$ cat config.mk
export PLATFORM = sky130hd
export DESIGN_NAME = cassette_rec
export DESIGN_NICKNAME = d
export VERILOG_FILES = /design/src/rtl/cassette_rec.sv
export SDC_FILE = /design/constraint.sdc
export NUM_CORES = 1
export LEC_CHECK = 0
export ABC_AREA = 1
export BUFFER_PORTS_ARGS = -buffer_cell sky130_fd_sc_hd__buf_4
export CORE_UTILIZATION = 52
export DETAILED_ROUTE_END_ITERATION = 6
export GPL_TIMING_DRIVEN = 0
export PLACE_DENSITY = 0.74
export SKIP_LAST_GASP = 1
export SYNTH_ARGS = -nofsm -noshare
export SYNTH_HDL_FRONTEND = slang
export SYNTH_SLANG_ARGS = --single-unit
$ cat constraint.sdc
create_clock -name clk_sys -period 4.6 [get_ports clk_sys]
set_input_delay 0.92 -clock clk_sys [delete_from_list [all_inputs] [get_ports clk_sys]]
set_output_delay 0.92 -clock clk_sys [all_outputs]
set_load 0.03 [all_outputs]
$ cat src/rtl/cassette_rec.sv
// cassette_rec: records the MC-10 cassette-out FSK stream into the SDRAM tape buffer.
// Full-cycle periods are measured in 1 us ticks, sliced into bits, packed LSB-first
// into bytes and handed to the SDRAM arbiter through a req/ack write port.
module cassette_rec #(
  parameter int unsigned TICK_DIV  = 36,
  parameter int unsigned MIN_US    = 200,
  parameter int unsigned THRESH_US = 625,
  parameter int unsigned MAX_US    = 2000
) (
  input  logic        clk_sys,
  input  logic        reset,
  input  logic        enable,
  input  logic        cin,
  output logic [24:0] wr_addr,
  output logic [7:0]  wr_data,
  output logic        wr_req,
  input  logic        wr_ack,
  output logic        bit_strobe,
  output logic        bit_val,
  output logic        recording,
  output logic        overflow,
  output logic [24:0] byte_count
);

  localparam int unsigned PW = (TICK_DIV > 1) ? $clog2(TICK_DIV) : 1;
  localparam int unsigned CW = $clog2(MAX_US + 1);

  typedef enum logic {S_IDLE, S_RUN} state_t;

  state_t          state, state_next;
  logic            cin_s1, cin_s2, cin_prev, rise_flag;
  logic            enable_prev;
  logic [PW-1:0]   presc;
  logic [CW-1:0]   period;
  logic [6:0]      shreg;
  logic [2:0]      bit_cnt;

  logic            en_rise_c, tick_c, accept_c, emit_c, bit_c, byte_done_c, ack_c;
  logic [7:0]      new_byte_c;

  assign en_rise_c   = enable & ~enable_prev;
  assign tick_c      = (presc == PW'(TICK_DIV - 1));
  assign ack_c       = wr_req & wr_ack;
  assign byte_done_c = emit_c & (bit_cnt == 3'd7);
  assign new_byte_c  = {bit_c, shreg};

  // State register
  always_ff @(posedge clk_sys) begin
    if (reset) state <= S_IDLE;
    else       state <= state_next;
  end

  // Next state and per-edge decode: accept/ignore an edge, emit a bit, time out
  always_comb begin
    state_next = state;
    accept_c   = 1'b0;
    emit_c     = 1'b0;
    bit_c      = 1'b0;
    if (!enable || en_rise_c) begin
      state_next = S_IDLE;
    end else begin
      case (state)
        S_IDLE: begin
          if (rise_flag) begin
            state_next = S_RUN;
            accept_c   = 1'b1;
          end
        end
        S_RUN: begin
          if (period >= CW'(MAX_US)) begin
            state_next = S_IDLE;
          end else if (rise_flag && (period >= CW'(MIN_US))) begin
            accept_c = 1'b1;
            emit_c   = 1'b1;
            bit_c    = (period < CW'(THRESH_US));
          end
        end
        default: state_next = S_IDLE;
      endcase
    end
  end

  // Input synchroniser, rising-edge flag and enable edge detect
  always_ff @(posedge clk_sys) begin
    if (reset) begin
      cin_s1      <= 1'b0;
      cin_s2      <= 1'b0;
      cin_prev    <= 1'b0;
      rise_flag   <= 1'b0;
      enable_prev <= 1'b0;
    end else begin
      cin_s1      <= cin;
      cin_s2      <= cin_s1;
      cin_prev    <= cin_s2;
      rise_flag   <= cin_s2 & ~cin_prev;
      enable_prev <= enable;
    end
  end

  // Microsecond prescaler and saturating period counter, restarted on accepted edges
  always_ff @(posedge clk_sys) begin
    if (reset) begin
      presc  <= '0;
      period <= '0;
    end else if (accept_c) begin
      presc  <= '0;
      period <= '0;
    end else begin
      presc <= tick_c ? '0 : presc + PW'(1);
      if (tick_c && (period != CW'(MAX_US))) period <= period + CW'(1);
    end
  end

  // Bit strobe, bit value and LSB-first byte assembly
  always_ff @(posedge clk_sys) begin
    if (reset) begin
      bit_strobe <= 1'b0;
      bit_val    <= 1'b0;
      shreg      <= '0;
      bit_cnt    <= '0;
      recording  <= 1'b0;
    end else begin
      bit_strobe <= emit_c;
      recording  <= (state_next == S_RUN);
      if (emit_c) begin
        bit_val <= bit_c;
        shreg   <= {bit_c, shreg[6:1]};
        bit_cnt <= bit_cnt + 3'd1;
      end
      // the start edge of a run discards any partial byte
      if (accept_c && (state == S_IDLE)) bit_cnt <= '0;
    end
  end

  // SDRAM write port: byte hand-off, address advance on ack, drop detection
  always_ff @(posedge clk_sys) begin
    if (reset) begin
      wr_addr    <= '0;
      byte_count <= '0;
      wr_data    <= '0;
      wr_req     <= 1'b0;
      overflow   <= 1'b0;
    end else begin
      if (ack_c) begin
        wr_addr    <= wr_addr + 25'd1;
        byte_count <= byte_count + 25'd1;
      end
      if (byte_done_c && (!wr_req || wr_ack)) begin
        wr_data <= new_byte_c;
        wr_req  <= 1'b1;
      end else if (ack_c) begin
        wr_req <= 1'b0;
      end
      if (byte_done_c && wr_req && !wr_ack) overflow <= 1'b1;
      if (en_rise_c) begin
        wr_addr    <= '0;
        byte_count <= '0;
        overflow   <= 1'b0;
      end
    end
  end

endmodule
==> results of run 1 <==
sequential cells by signal (all words and copies together), names as in the netlist:
name	count
byte_count	25
bit_strobe	1
bit_cnt	3
rise_flag	1
wr_addr	25
period	11
enable_prev	1
wr_req	1
cin_prev	1
cin_s1	1
wr_data	8
recording	1
cin_s2	1
bit_val	1
overflow	1
shreg	6
presc	6
Yosys cell counts (2+ instances only):
library cell,n
xor2_1,17
o21a_1,2
buf_2,2
nand2_4,4
inv_2,2
xnor2_1,3
nand4_1,13
clkbuf_1,6
nor2_1,116
nand2_2,5
o21ai_0,28
a21oi_1,38
nor2_2,5
nor3_1,13
nor4_1,4
dfxtp_1,94
o21ai_1,5
nand3b_1,3
nor2_4,6
inv_1,100
ha_1,7
nor3b_1,5
nand2_1,139
nand3_1,32
stage by stage:
step / area [um^2] / power (mW) / std cells / hold WS [ps]
2_1_floorplan: 4570 / 0.865 / 659 / 374
3_3_place_gp: 5210 / 0.877 / 831 / 381
3_5_place_dp: 5210 / 0.878 / 831 / 389
4_1_cts: 5410 / 1.44 / 847 / 404
5_1_grt: 5410 / 1.48 / 847 / 431
6_report: 5410 / 1.42 / 847 / 401
worst min-delay path by stage:
stage	end	slack, ps	depth (start not counted)
floorplan	rise_flag	370	1
global placement	rise_flag	380	1
detailed placement	rise_flag	390	1
CTS	rise_flag	400	1
global route	rise_flag	430	1
finish	rise_flag	400	1
cell families after synthesis:
group                    count (synthesis)  share of synthesized area [%]
flip-flops                              94                           41.2
XOR/XNOR                                20                           3.83
buffers and inverters                  113                           9.61
adder cells (fa/ha/maj)                  7                           1.92
AO/OA/AOI/OAI                           74                           8.26
AND/OR/NAND/NOR                        351                           35.2
layout by cell type (no fill, tap or decap), types with 3 or more instances in the layout:
cell and count:
dfxtp_1 94, nand2_1 139, nor3b_1 5, nand2_2 5
nor3_1 13, nand2_4 4, nand3_1 32, clkbuf_1 6
a21oi_1 38, nor2_2 5, nand3b_1 3, nor2_4 6
nor4_1 4, nor2_1 116, xnor2_1 3, inv_1 100
xor2_1 17, clkbuf_8 9, ha_1 7, o21ai_1 5
buf_4 67, nand4_1 13, o21ai_0 28
power groups by stage:
| stage | Sequential [mW] | Clock (mW) | Combinational [mW] |
|---|---|---|---|
| after CTS | 0.820 | 0.576 | 0.0396 |
| after global placement | 0.838 | 0 | 0.0383 |
| after detailed placement | 0.839 | 0 | 0.0396 |
| after floorplan | 0.838 | 0 | 0.0268 |
| after global routing | 0.820 | 0.612 | 0.0451 |
| final | 0.820 | 0.564 | 0.0392 |
critical path: stages:
cell and delay, ps:
buf_4 110, inv_1 140, o21ai_0 270, inv_1 160
clkbuf_1 410, o21ai_0 170, a21oi_1 140
cell type report:
type | count | area [um^2] | area share (%)
buffer | 10 | 47.5 | 0.878
timing repair buffer | 67 | 503 | 9.29
tap | 105 | 131 | 2.43
multi-input combinational | 452 | 2250 | 41.6
sequential | 94 | 1880 | 34.8
inverter | 103 | 392 | 7.24
clock inverter | 7 | 82.6 | 1.53
clock buffer | 9 | 124 | 2.29
layer usage:
metal / vias up / global-route usage, % / share of wire [%]
met2: 99 / 35.9 / 46
met3: 14 / 4.50 / 5.6
li1: 2221 / - / -
met1: 1903 / 29.4 / 47
met4: 0 / 7.59 / 1.6
met5: - / 0 / 0
==> impl_metrics.env, run 1 <==
export IMPL_run_status="complete, no violations"
export IMPL_synth_seq_area_share_pct=41.2
export IMPL_r2r_end="wr_addr[20]"
export IMPL_cts_hold_buffers_added=0
export IMPL_dpl_hpwl_mm=7.13
export IMPL_start_util_pct=54.5
export IMPL_clkLatencyLatePin_ps=360
export IMPL_drtAntennaViolNets=0
export IMPL_final_max_slew_violation_count=0
export IMPL_tightest_slew_ps=621
export IMPL_setup_repair_after_global_routing_missed_its_margin="no"
export IMPL_grt_antenna_before_repair=0
export IMPL_crit_path_start="reset"
export IMPL_slew_headroom_pct=58.2
export IMPL_dr_first_iter_drc_count=169
export IMPL_cts_sinks=94
export IMPL_dpl_worst_slack_ps=2210
export IMPL_vias_per_cell=5.00
export IMPL_layout_core_utilization_pct=64.6
export IMPL_setup_total_negative_slack_ps=0
export IMPL_die_width_um=95.8
export IMPL_synth_largest_area_cell="dfxtp_1"
export IMPL_placementRows=33
export IMPL_ys_warnings_count=0
export IMPL_finalClockSkew_ps=11.3
export IMPL_timing_worst_setup_path_type="in2reg"
export IMPL_dieHeight_um=95.8
export IMPL_postCtsSetupRepairBufs=0
export IMPL_min_delay_start="cin_prev"
export IMPL_ys_types=34
export IMPL_sequential_share_of_power_pct=57.6
export IMPL_via_count=4237
export IMPL_endpoint_kind="flop"
export IMPL_timing_reg2reg_worst_path_depth=8
export IMPL_postRouteWirelength_mm=9.45
export IMPL_final_min_clock_period_ps=2030
export IMPL_crit_reg2reg_launch="wr_addr[0]"
export IMPL_globalRouteOverflowTotal=0
export IMPL_max_freq_ghz=0.492
export IMPL_path_max_fanout=10
export IMPL_count_of_maximum_capacitance_violations=0
export IMPL_layout_area_overhead_vs_synth_pct=18.4
export IMPL_gpl_final_weighted_congestion=0.847
export IMPL_largest_net_degree_at_the_start_of_global_routing=18
export IMPL_cell_types_with_the_largest_area_share_after_synthesis="dfxtp_1, nand2_1, nor2_1"
export IMPL_timing_critical_path_from_type="primary input"
export IMPL_io_buffers=67
export IMPL_p_per_area_nw_per_um2=263
export IMPL_drc_errors=0
export IMPL_post_synth_inst_count=659
export IMPL_finish_net_count=749
export IMPL_ctsLongestPathBuffers=2
export IMPL_drt_pass1_iter_count=4
export IMPL_clk_pin_slew_worst_paths_ps=100
export IMPL_timing_critical_path_required_ps=4900
export IMPL_routedWlPerCell_um=11.2
export IMPL_synth_avg_cell_area_um2=6.94
export IMPL_cts_made_buffers=9
export IMPL_core_region_area_um2=8380
export IMPL_yosys_area_top_type_share_pct=41.2
export IMPL_final_setup_worst_slack_ps=2570
export IMPL_h_tree_depth=3
export IMPL_final_min_period_over_clock_period_pct=44.1
export IMPL_syn_nets=671
export IMPL_track_usage_pct=22.2
export IMPL_peakVddDrop_mv=0.184
export IMPL_ys_ff_latch=94
export IMPL_ratio_of_cells_with_drive_above_1_in_the_final_layout_pct=15.5
export IMPL_clock_power_share_pct=39.7
export IMPL_synth_async_reset_ratio_pct=0
export IMPL_fill_cells=773
export IMPL_critical_path_arrival_ps=2330
export IMPL_insertedDiodeCount=0
export IMPL_timing_critical_path_to="byte_count[6]"
export IMPL_net_switching_power_uw=335
export IMPL_timing_reg2reg_setup_slack_ps=2760
export IMPL_synth_edff_count=0
export IMPL_cell_at_the_root_of_the_clock_tree="clkbuf_8"
export IMPL_number_of_hold_violations_in_the_final_report=0
export IMPL_timing_final_setup_violations=0
export IMPL_number_of_global_route_vias_before_repair=3777
export IMPL_cellInternalPower_mw=1.09
export IMPL_post_cts_resized_instances=0
export IMPL_cts_tree="done"
export IMPL_ys_dominant_reg_cell="dfxtp_1"
export IMPL_switching_share_pct=23.5
export IMPL_overall_die_area_um2=9170
export IMPL_power_combinational_fraction_pct=2.8
export IMPL_hold_path_class="reg2reg"
export IMPL_grt_pass1_wl_mm=16.2
export IMPL_post_synth_instance_area_um2=4570
export IMPL_design_portCount=68
export IMPL_power_leakage_nw=2.17
No activity file was read; power rests on OpenSTA's default activity.
==> run 2, diff against run 1 <==
- clock period: 4.6 -> 2 ns (I/O delays scaled with it)
==> run 2 against run 1 <==
Sequential share of layout area is essentially flat. Register-to-register slack got worse by 2500 ps. Hold slack got worse by 170 ps. Sequential power rose by 130%. First-iteration DRC count down 1.8%. Critical path depth up 1. Clock skew rose by 0.53 ps. Total power increased by 130%. Die area is the same. Setup slack worse by 2300 ps. Critical path type is now reg2reg. Highest routed layer unchanged.
==> impl_metrics.env, run 2 (synthesis results as in run 1) <==
export IMPL_finish_net_count=749
export IMPL_multi_input_comb_area_um2=2260
export IMPL_overall_die_area_um2=9170
export IMPL_cellInternalPower_mw=2.50
export IMPL_cts_made_buffers=9
export IMPL_drtAntennaViolNets=0
export IMPL_peakVddDrop_mv=0.422
export IMPL_setup_total_negative_slack_ps=0
export IMPL_max_freq_ghz=0.562
export IMPL_cts_tree="done"
export IMPL_core_region_area_um2=8380
export IMPL_placementRows=33
export IMPL_postLayoutCellArea_um2=5420
export IMPL_timing_worst_setup_path_type="reg2reg"
export IMPL_cp_slowest_stage_delay_ps=450
export IMPL_number_of_hold_violations_in_the_final_report=0
export IMPL_whs_ps=232
export IMPL_ctsLongestPathBuffers=2
export IMPL_dpl_worst_slack_ps=128
export IMPL_routedWlPerCell_um=11.2
export IMPL_gpl_final_weighted_congestion=0.847
export IMPL_tightest_slew_ps=620
export IMPL_dpl_hpwl_mm=7.13
export IMPL_start_util_pct=54.5
export IMPL_final_common_cell="nand2_1"
export IMPL_slew_headroom_pct=58.2
export IMPL_final_min_clock_period_ps=1780
export IMPL_final_min_period_over_clock_period_pct=88.9
export IMPL_run_status="complete, no violations"
export IMPL_power_mw=3.27
export IMPL_number_of_global_route_vias_before_repair=3777
export IMPL_area_sequential_um2=1880
export IMPL_worstPathCellList="ha_1, nand3_1, nor3_2, nand3_1, nor2_1, nand2_1, nand2_1, nor3b_1"
export IMPL_power_combinational_fraction_pct=2.8
export IMPL_dp_cell_count=831
export IMPL_timing_reg2reg_worst_path_depth=8
export IMPL_sequential_share_of_power_pct=57.6
export IMPL_final_max_slew_violation_count=0
export IMPL_crit_slowest_cell="dfxtp_1"
export IMPL_endpoint_kind="flop"
export IMPL_io_buffers=67
export IMPL_layout_core_utilization_pct=64.6
export IMPL_biggestRegsByFlops="byte_count x25, wr_addr x25, period x11"
export IMPL_vias_per_cell=5.03
export IMPL_track_usage_pct=22.2
export IMPL_p_per_area_nw_per_um2=604
export IMPL_drt_pass1_iter_count=5
export IMPL_min_path_cells=3
export IMPL_finalClockSkew_ps=11.8
export IMPL_cts_sinks=94
export IMPL_grt_pass1_wl_mm=16.2
export IMPL_finalNonFillerCells=847
export IMPL_ratio_of_cells_with_drive_above_1_in_the_final_layout_pct=15.8
export IMPL_path_max_fanout=5
export IMPL_hold_path_class="in2reg"
export IMPL_dieHeight_um=95.8
export IMPL_placed_cell_area_um2=5210
export IMPL_design_portCount=68
export IMPL_fill_cells=770
export IMPL_insertedDiodeCount=0
export IMPL_postRouteWirelength_mm=9.45
export IMPL_die_width_um=95.8
export IMPL_net_switching_power_uw=771
export IMPL_timing_reg2reg_setup_slack_ps=220
export IMPL_dr_first_iter_drc_count=166
export IMPL_cell_at_the_root_of_the_clock_tree="clkbuf_8"
export IMPL_grt_antenna_before_repair=0
export IMPL_layout_area_overhead_vs_synth_pct=18.5
export IMPL_clkLatencyLatePin_ps=360
export IMPL_clock_power_share_pct=39.7
export IMPL_cts_hold_buffers_added=0
export IMPL_switching_share_pct=23.6
export IMPL_globalRouteOverflowTotal=0
export IMPL_power_leakage_nw=2.17
export IMPL_h_tree_depth=3
export IMPL_count_of_maximum_capacitance_violations=0
export IMPL_drc_errors=0
export IMPL_largest_net_degree_at_the_start_of_global_routing=18
export IMPL_clk_pin_slew_worst_paths_ps=100
export IMPL_final_setup_worst_slack_ps=222
export IMPL_timing_critical_path_from_type="flop"
export IMPL_timing_final_setup_violations=0
export IMPL_top_library_cells_by_usage_in_the_layout_fill_and_taps_aside="nand2_1, nor2_1, inv_1"
export IMPL_setup_repair_after_global_routing_missed_its_margin="no"
export IMPL_timing_critical_path_required_ps=2290
export IMPL_via_count=4259
export IMPL_critical_path_arrival_ps=2070
-- run 2: cell types whose count changed in the layout (fill, tap and decap cells not counted) --
cell    before  now
nor2_1     116  114
nor2_2       5    7
-- run 2: layout make-up --
type	count	area share [%]
Buffer	10	0.878
Clock buffer	9	2.29
Clock inverter	7	1.52
Inverter	103	7.23
Multi-Input combinational cell	452	41.6
Sequential cell	94	34.7
Tap cell	105	2.42
Timing Repair Buffer	67	9.28
-- run 2: path summary, 6_finish.rpt --
| path | start | endpoint |
|---|---|---|
| worst max-delay path | wr_addr[0] | wr_addr[18] |
| worst min-delay path | cin | cin_s1 |
| worst max register to register | wr_addr[0] | wr_addr[18] |
| worst min register to register | cin_prev | rise_flag |
-- run 2: worst max-delay path: cells and delay by family (launching register included) --
kind / cells / cell delay [ps]
AND/OR/NAND/NOR: 7 / 1050
flip-flops: 1 / 450
adder cells (fa/ha/maj): 1 / 210
-- run 2: repair_timing --
| item | 4_1_cts | 5_1_grt |
|---|---|---|
| endpoints found under the hold margin | 0 | 0 |
| setup buffers | 0 | 0 |
| setup endpoints to repair | 0 | 3 |
| gates resized for setup | 0 | 2 |
-- run 2: metal layers --
metal	vias to the layer above	part of all wire [%]	GRT usage, %
li1	2222	-	-
met1	1928	48	29.4
met2	95	46	35.9
met3	14	5.3	4.50
met4	0	1.6	7.59
met5	-	0	0
-- run 2: power by group through the flow --
stage	registers [mW]	clock network, mW	logic, mW
detailed placement	1.93	0	0.0910
finish	1.88	1.30	0.0901
floorplan	1.93	0	0.0616
global route	1.89	1.41	0.104
CTS	1.89	1.33	0.0911
global placement	1.93	0	0.0880
